## config.mk

```make
export PLATFORM = sky130hd
export DESIGN_NAME = int8_dot_sched
export DESIGN_NICKNAME = d
export VERILOG_FILES = /design/src/rtl/int8_dot_pkg.sv /design/src/rtl/int8_dot_tag_pipe.sv /design/src/rtl/int8_dot_sched.sv
export SDC_FILE = /design/constraint.sdc
export NUM_CORES = 1
export LEC_CHECK = 0
export CORE_MARGIN = 1.5
export CORE_UTILIZATION = 46
export CTS_BUF_LIST = sky130_fd_sc_hd__clkbuf_8
export DETAILED_ROUTE_END_ITERATION = 10
export PLACE_DENSITY = 0.92
export SLEW_MARGIN = 20
export SYNTH_ARGS = -nofsm -noshare
export SYNTH_HDL_FRONTEND = slang
export SYNTH_SLANG_ARGS = --single-unit
```

## constraint.sdc

```tcl
create_clock -name clk -period 3.5 [get_ports clk]
set_input_delay 0.7 -clock clk [delete_from_list [all_inputs] [get_ports clk]]
set_output_delay 0.7 -clock clk [all_outputs]
set_load 0.03 [all_outputs]
```

## src/rtl/int8_dot_pkg.sv

```systemverilog
// int8_dot_pkg
// Shared definitions for the int8 dot-product scheduler: lane geometry,
// accumulator width, default MAC-tree latency and the scheduler FSM states.
package int8_dot_pkg;

    localparam int LANES        = 8;   // int8 lanes per chunk
    localparam int LANE_W       = 8;   // width of one operand lane
    localparam int ACC_W        = 32;  // accumulator / tree_out width
    localparam int TREE_LAT_DEF = 2;   // default MAC-tree latency in cycles

    typedef enum logic [1:0] {
        ST_IDLE  = 2'd0,
        ST_RUN   = 2'd1,
        ST_DRAIN = 2'd2,
        ST_DONE  = 2'd3
    } state_t;

endpackage : int8_dot_pkg

```

## src/rtl/int8_dot_tag_pipe.sv

```systemverilog
// int8_dot_tag_pipe
// Delay line carrying a valid/last tag alongside each chunk sent into the
// external MAC tree, so the scheduler knows which tree_out samples to add.
// Ports:
//   clk, reset      clock, synchronous active-high reset (clears all tags)
//   i_vld, i_last   tag entering on an accept edge
//   o_vld, o_last   tag at the final (DEPTH-th) stage
module int8_dot_tag_pipe #(
    parameter int DEPTH = 2
) (
    input  logic clk,
    input  logic reset,
    input  logic i_vld,
    input  logic i_last,
    output logic o_vld,
    output logic o_last
);

    logic [DEPTH-1:0] r_vld;
    logic [DEPTH-1:0] r_last;

    always_ff @(posedge clk) begin
        if (reset) begin
            r_vld  <= '0;
            r_last <= '0;
        end else begin
            r_vld[0]  <= i_vld;
            r_last[0] <= i_vld & i_last;
            for (int i = 1; i < DEPTH; i++) begin
                r_vld[i]  <= r_vld[i-1];
                r_last[i] <= r_last[i-1];
            end
        end
    end

    assign o_vld  = r_vld[DEPTH-1];
    assign o_last = r_last[DEPTH-1];

endmodule : int8_dot_tag_pipe

```

## src/rtl/int8_dot_sched.sv

```systemverilog
// int8_dot_sched
// Streams 8-lane int8 operand chunks into an external MAC tree and
// accumulates the tree's per-chunk sums into a 32-bit signed dot product.
// Optional feature: define INT8_DOT_BIAS_EN to add a 'bias' input that seeds
// the accumulator on the first chunk of each vector (otherwise it starts at 0).
// Ports:
//   clk, reset            clock, synchronous active-high reset
//   in_valid/in_ready     operand chunk handshake; in_a/in_b 8 x int8 lanes
//   in_last               chunk ends the vector
//   tree_in               registered operands to the MAC tree (a_k, b_k pairs)
//   tree_out              signed 8-product sum returned TREE_LAT cycles later
//   res_valid/res_ready   result handshake; res_data, res_chunks, res_trunc
//   busy                  FSM is not IDLE
//   bias                  (INT8_DOT_BIAS_EN only) initial accumulator value
module int8_dot_sched
    import int8_dot_pkg::*;
#(
    parameter int MAX_CHUNKS = 256,
    parameter int TREE_LAT   = TREE_LAT_DEF
) (
    input  logic                          clk,
    input  logic                          reset,
`ifdef INT8_DOT_BIAS_EN
    input  logic signed [ACC_W-1:0]       bias,
`endif
    input  logic                          in_valid,
    output logic                          in_ready,
    input  logic [LANES*LANE_W-1:0]       in_a,
    input  logic [LANES*LANE_W-1:0]       in_b,
    input  logic                          in_last,
    output logic [2*LANES*LANE_W-1:0]     tree_in,
    input  logic signed [ACC_W-1:0]       tree_out,
    output logic                          res_valid,
    input  logic                          res_ready,
    output logic signed [ACC_W-1:0]       res_data,
    output logic [$clog2(MAX_CHUNKS):0]   res_chunks,
    output logic                          res_trunc,
    output logic                          busy
);

    localparam int                CNT_W   = $clog2(MAX_CHUNKS) + 1;
    localparam logic [CNT_W-1:0]  MAX_CNT = CNT_W'(MAX_CHUNKS);

    state_t r_state, w_state_nxt;

    logic [2*LANES*LANE_W-1:0] r_tree_in, w_tree_pack;
    logic signed [ACC_W-1:0]   r_acc, r_res_data, w_acc_init;
    logic [CNT_W-1:0]          r_count, w_count_nxt, r_res_chunks;
    logic                      r_trunc, r_res_trunc;
    logic                      w_accept, w_last, w_trunc_hit;
    logic                      w_tag_vld, w_tag_last;

    // ---------------- accept qualification ----------------
    assign w_accept    = in_valid && in_ready;
    assign w_count_nxt = (r_state == ST_IDLE) ? CNT_W'(1) : r_count + CNT_W'(1);
    // Hitting the chunk limit forces the vector to end even without in_last.
    assign w_trunc_hit = (w_count_nxt == MAX_CNT) && !in_last;
    assign w_last      = in_last || (w_count_nxt == MAX_CNT);

`ifdef INT8_DOT_BIAS_EN
    assign w_acc_init = bias;
`else
    assign w_acc_init = '0;
`endif

    // Lane k of a sits in the low byte of tree pair k, lane k of b in the high byte.
    always_comb begin
        w_tree_pack = '0;
        for (int k = 0; k < LANES; k++) begin
            w_tree_pack[2*LANE_W*k +: LANE_W]          = in_a[LANE_W*k +: LANE_W];
            w_tree_pack[2*LANE_W*k + LANE_W +: LANE_W] = in_b[LANE_W*k +: LANE_W];
        end
    end

    int8_dot_tag_pipe #(
        .DEPTH (TREE_LAT)
    ) u_tag_pipe (
        .clk    (clk),
        .reset  (reset),
        .i_vld  (w_accept),
        .i_last (w_last),
        .o_vld  (w_tag_vld),
        .o_last (w_tag_last)
    );

    // ---------------- FSM: state register ----------------
    always_ff @(posedge clk) begin
        if (reset) r_state <= ST_IDLE;
        else       r_state <= w_state_nxt;
    end

    // ---------------- FSM: next state ----------------
    always_comb begin
        w_state_nxt = r_state;
        unique case (r_state)
            ST_IDLE:  if (w_accept) w_state_nxt = w_last ? ST_DRAIN : ST_RUN;
            ST_RUN:   if (w_accept && w_last) w_state_nxt = ST_DRAIN;
            ST_DRAIN: if (w_tag_vld && w_tag_last) w_state_nxt = ST_DONE;
            ST_DONE:  if (res_ready) w_state_nxt = ST_IDLE;
            default:  w_state_nxt = ST_IDLE;
        endcase
    end

    // ---------------- FSM: outputs ----------------
    always_comb begin
        in_ready  = (r_state == ST_IDLE) || (r_state == ST_RUN);
        busy      = (r_state != ST_IDLE);
        res_valid = (r_state == ST_DONE);
    end

    // ---------------- datapath: operands, count, accumulator, result ----------------
    always_ff @(posedge clk) begin
        if (reset) begin
            r_tree_in    <= '0;
            r_count      <= '0;
            r_trunc      <= 1'b0;
            r_acc        <= '0;
            r_res_data   <= '0;
            r_res_chunks <= '0;
            r_res_trunc  <= 1'b0;
        end else begin
            if (w_accept) begin
                r_tree_in <= w_tree_pack;
                r_count   <= w_count_nxt;
                if (r_state == ST_IDLE) r_trunc <= w_trunc_hit;
                else if (w_trunc_hit)   r_trunc <= 1'b1;
            end
            // A new vector never overlaps a pending tag: the previous one fully
            // drained before IDLE, so the seed load and tree adds are exclusive.
            if (w_accept && r_state == ST_IDLE) r_acc <= w_acc_init;
            else if (w_tag_vld)                 r_acc <= r_acc + tree_out;
            if (w_tag_vld && w_tag_last) begin
                r_res_data   <= r_acc + tree_out;
                r_res_chunks <= r_count;
                r_res_trunc  <= r_trunc;
            end
        end
    end

    assign tree_in    = r_tree_in;
    assign res_data   = r_res_data;
    assign res_chunks = r_res_chunks;
    assign res_trunc  = r_res_trunc;

endmodule : int8_dot_sched

```

Word level (Yosys, flattened, before mapping)
Cells that the tools add are included.
{"block": "totals", "ff_bits": 218, "output_inout_bits": 173, "elab_cells": 44, "inputBits": 165}
{"block": "op_classes", "n_reduce_logical": 14, "n_bitwise": 1, "add_sub_neg": 2, "muxes": 9, "eq_ne": 8}
{"op": "adder 32 bit", "count": 1}
{"op": "2-to-1 mux 2 bit", "count": 5}
{"op": "adder 9 x 1 -> 9 bit, second input constant", "count": 1}
{"op": "equality test 9 bit, second input constant", "count": 1}
{"op": "2-to-1 mux 9 bit", "count": 1}
{"op": "one-hot mux 2 bit (4 select lines)", "count": 1}
{"op": "logical AND 1 bit", "count": 5}
{"op": "equality test 2 bit, second input constant", "count": 2}
{"op": "!= test 2 x 1 -> 1 bit, second input constant", "count": 2}
{"op": "!= test 2 bit, second input constant", "count": 2}
{"op": "AND reduction 4 bit", "count": 1}
{"op": "nonzero test 2 bit", "count": 2}
{"op": "equality test 2 x 1 -> 1 bit, second input constant", "count": 1}
{"op": "zero test 2 bit", "count": 1}
{"op": "logical OR 1 bit", "count": 2}
{"op": "2-to-1 mux 1 bit", "count": 2}
{"op": "AND reduction 2 bit", "count": 1}
{"op": "OR reduction 2 bit", "count": 1}
{"op": "bitwise AND 1 bit", "count": 1}
{"op": "zero test 1 bit", "count": 1}

Logic depth before layout (Yosys ltp)
{"block": "logic_depth", "word_depth": 7, "depth_mapped": 11, "depth_no_buf": 11}

Modules after synthesis
A second synthesis with hierarchy kept.
{"block": "hier_totals", "hier_cells": 1251, "hier_area_um2": 9835.7}
{"mod": "int8_dot_sched", "seq_area_each_um2": 4284.1, "cells_per_inst": 1243, "area_per_inst_um2": 9728.1, "n_inst": 1}
{"mod": "int8_dot_tag_pipe", "seq_area_each_um2": 80.1, "cells_per_inst": 8, "area_per_inst_um2": 107.6, "n_inst": 1}

Worst setup path after synthesis
OpenSTA, ideal clock, no wires.
{"block": "synth_timing", "path_kind": "input to register", "start": "in tree_out[0]", "end": "reg r_acc[20]", "stages": 11, "arrival_ns": 2.828, "setup_time_ns": 0.128, "slack_ns": 0.544, "n_path_buf": 0, "required_ns": 3.372, "path_cell_list": "ha_1 > fa_1 > a21oi_1 > nor3b_1 > o21a_1 > or3_1 > a21bo_2 > a221oi_2 > xnor2_1 > mux2i_1 > nor2_1"}
{"block": "synth_between", "elab_chain_cells": 1}
{"item": "start, declared", "line": "int8_dot_sched.sv:32", "source": "input logic signed [ACC_W-1:0] tree_out,"}
{"item": "adder 32 bit", "line": "int8_dot_sched.sv:131", "source": "else if (w_tag_vld) r_acc <= r_acc + tree_out;"}
{"item": "end signal, assigned", "line": "int8_dot_sched.sv:130", "source": "if (w_accept && r_state == ST_IDLE) r_acc <= w_acc_init;"}
{"item": "end signal, assigned", "line": "int8_dot_sched.sv:131"}
{"item": "end, declared", "line": "int8_dot_sched.sv:47", "source": "logic signed [ACC_W-1:0] r_acc, r_res_data, w_acc_init;"}
No other way between the ends.
A chain may end at the register's enable or synchronous reset.

Final worst setup path
{"block": "layout_timing", "start": "reg r_state[0]", "end": "out in_ready"}
{"block": "layout_between", "elab_chain_cells": 2, "elab_cells_between_ends": 3, "cone_classes": "eq/ne (1); reduce/logical (2)"}
{"item": "start, declared", "line": "int8_dot_sched.sv:44", "source": "state_t r_state, w_state_nxt;"}
{"item": "start signal, assigned", "line": "int8_dot_sched.sv:89", "source": "else r_state <= w_state_nxt;"}
{"item": "equality test 2 x 1 -> 1 bit or zero test 2 bit (tied branches)", "line": "int8_dot_sched.sv:106", "source": "in_ready = (r_state == ST_IDLE) || (r_state == ST_RUN);"}
{"item": "logical OR 1 bit *", "line": "int8_dot_sched.sv:106"}
{"item": "end, declared", "line": "int8_dot_sched.sv:27", "source": "output logic in_ready,"}
Every way passes the cells marked *; elsewhere a longest branch is shown, timed or not.

==> results_dict.tcl <==
set metrics [dict create \
    cap_violations 0 \
    synth-edff-count 0 \
    placed_cell_area_um2 13000 \
    die_area_um2 21320 \
    area.growth.synth_to_final_pct 46.63 \
    rsz0062_at_grt "false" \
    min-delay-start "u_tag_pipe.r_vld[0]$_SDFF_PP0_" \
    worst_pin_slew_ns 0.8949 \
    io_buffers 337 \
    grt_max_degree 162 \
    grt_pass1_vias 9463 \
    start_util_pct 46.64 \
    drc 0 \
    final_common_cell "nand2_1" \
    gr-total-overflow 0 \
    ioPinCount 338 \
    use_met3_pct 8.056 \
    grt_use_total_pct 26.63 \
    dp_hpwl_um 20690 \
    outcome "finished clean" \
    yosys_warnings 0 \
    critPathArrivalTime_ns 2.46 \
    nets 1712 \
    final_cell_area_um2 13790 \
    drt_pass1_iterations 5 \
    synth_seq_cells 218 \
    peakVddDrop_mv 0.4525 \
    maxSlewHeadroom_pct 40.34 \
    synthesis.instances 1189 \
    postCtsHoldBufs 0 \
    grt_most_used_layer "met2" \
    grt_pass1_wl_um 46150 \
    period_needed_ns 3.155 \
    routed_wl_um 29490 \
    rr_startpoint "r_acc[0]$_SDFFE_PP0P_" \
    clk_pin_slew_worst_paths_ns 0.06 \
    pwr_density_cell_nw_per_um2 598.9 \
    viasPerCell 5.329 \
    fill_cells 1534 \
    drtIter0Drc 446 \
    grt_util_met1_pct 29.55 \
    cts_setup_buffers 0 \
    endpoint_kind "output pin" \
    drv_slew 0 \
    yosysUniqueCellTypes 59 \
    final_cell_mix "nand2_1, clkdlybuf4s50_1, dfxtp_1" \
    ant_nets 0 \
    hold_violations 0 \
    post-route-util_pct 68.39 \
    hold_path_class "register to register" \
    rows 52 \
    clock_skew_ns 0.03137 \
    route.detailed.wl_per_inst_um 16.33 \
    clock_path_buffers 3 \
    h-tree-depth 2 \
    antenna_found_initial 1 \
    use_met2_pct 45.45 \
    path_cells "inv_1, ha_1, or2_2, clkdlybuf4s50_1" \
    cts_buffers 39 \
    synthArstFlopShare_pct 0 \
    core_area_um2 20170 \
    tns_ns 0 \
    rr_worst_depth 11 \
    seq_area_frac_synth_pct 46.40 \
    synth_fp_nets 1392 \
    critical_path_required_ns 2.80 \
    crit_type "register to output pin" \
    clkLatencyLatePin_ns 0.54 \
    cellLeakagePower_nw 5.262 \
    vias 9625 \
    syn_avg_cell_area_um2 7.911 \
    timing.rr.end "r_acc[22]$_SDFFE_PP0P_" \
    fin_crit_sh_pct 90.15 \
    cp_slowest_cell "clkdlybuf4s50_1" \
    place.gp.congestion 0.9121 \
    synth_flop_cell "dfxtp_1" \
    cts_root_buf "clkbuf_8" \
    final-setup-viol-count 0 \
    die_w_um 146 \
    cts_tree "yes" \
    cts_resized 0 \
    hold_path_depth 1 \
    hold_path_end "u_tag_pipe.r_vld[1]$_SDFF_PP0_" \
    die_y_um 146 \
    crit_path_max_fanout 14 \
    drive_gt1_share_pct 6.189 \
    critPathLaunchType "register" \
    cts.sinks 218 \
    r2r_slack_ns 0.74 \
    slowest_delay_ns 0.72 \
    synth_area_um2 9407 \
    fmax_mhz 316.9 \
]
how the worst max path moves through the flow:
stage,start,to,slack [ns],cells after the start
2_1_floorplan,tree_out[0],r_acc[20]$_SDFFE_PP0P_,0.54,11
3_3_place_gp,tree_out[0],res_data[20]$_SDFFE_PP0P_,0.008,12
3_5_place_dp,tree_out[0],r_acc[20]$_SDFFE_PP0P_,-0.05,12
4_1_cts,r_state[0]$_SDFFE_PP0P_,in_ready,0.34,4
5_1_grt,r_state[0]$_SDFFE_PP0P_,in_ready,0.27,4
6_report,r_state[0]$_SDFFE_PP0P_,in_ready,0.34,4
flip-flops by register name, indices dropped and copies added, names as in the netlist:
signal             count
r_acc                 32
u_tag_pipe.r_last      2
res_data              32
u_tag_pipe.r_vld       2
r_trunc                1
tree_in              128
r_count                9
res_chunks             9
r_state                2
res_trunc              1
per-stage QoR:
step	power, W	hold slack, ns	instances	setup WS (ns)
final	0.008261	0.4505	1806	0.3447
after global routing	0.008667	0.4643	1806	0.2734
after CTS	0.008303	0.4519	1805	0.3439
after detailed placement	0.005888	0.4270	1738	-0.04854
after global placement	0.005807	0.4165	1738	0.007812
after floorplan	0.004727	0.4138	1189	0.5444
cells by family (layout without fill, tap and decap cells):
logic type      after synthesis  count (layout)  share of synthesized area (%)
simple gates                494             494                          21.55
mux                          26              26                          2.767
buf+inv                      89             435                          3.817
compound gates              294             294                          17.54
fa+ha+maj                    38              38                          5.134
xor+xnor                     30              30                          2.793
flops                       218             218                          46.40
other cells                   0               1                              0
layout make-up:
cell class / instances / area [um^2] / area share, %
clock buffers: 50 / 688.2 / 4.989
clock inverters: 17 / 102.6 / 0.7438
inverters: 12 / 45.04 / 0.3266
repair buffers: 356 / 3555 / 25.77
well taps: 270 / 337.8 / 2.449
diodes: 1 / 2.502 / 0.01814
multi-input cells: 882 / 4697 / 34.05
flip-flops and latches: 218 / 4365 / 31.65
cells in the mapped netlist, types with 4 or more instances:
master	count	area, um^2
nor2_1	61	229.0
ha_1	37	462.9
clkbuf_1	62	232.7
o21ai_1	4	20.02
nand4_1	5	31.28
mux2i_1	26	260.3
a211oi_1	6	45.04
buf_2	5	25.02
inv_1	12	45.04
and3_1	7	43.79
a21o_1	9	67.56
o21ai_0	25	125.1
nand3b_1	4	30.03
o21bai_1	5	37.54
xor2_1	9	78.83
a31oi_1	4	25.02
nand3_1	17	85.08
o21a_1	7	52.55
nand2_1	360	1351
xnor2_1	21	183.9
nand2b_1	5	31.28
buf_1	7	26.28
a21oi_1	209	1046
nor3_1	9	45.04
and2_1	4	25.02
nor4_1	5	31.28
dfxtp_1	218	4364
critical path: cells and delay by family (launching register included):
kind,cells,cell delay [ns]
and+or+nand+nor,1,0.25
adders and majority gates,1,0.47
buffers and inverters,2,0.86
DFF,1,0.33
metal layers:
| layer | part of all wire [%] | vias to the layer above |
|---|---|---|
| met5 | 0 | - |
| met4 | 5.4 | 0 |
| met3 | 8.7 | 104 |
| met2 | 47 | 416 |
| met1 | 39 | 4474 |
| li1 | - | 4631 |
power by group:
part           switching (W)  internal, W
sequential          0.000166      0.00279
clock                0.00104      0.00135
combinational        0.00182      0.00110
(Power assumes the default switching activity.)
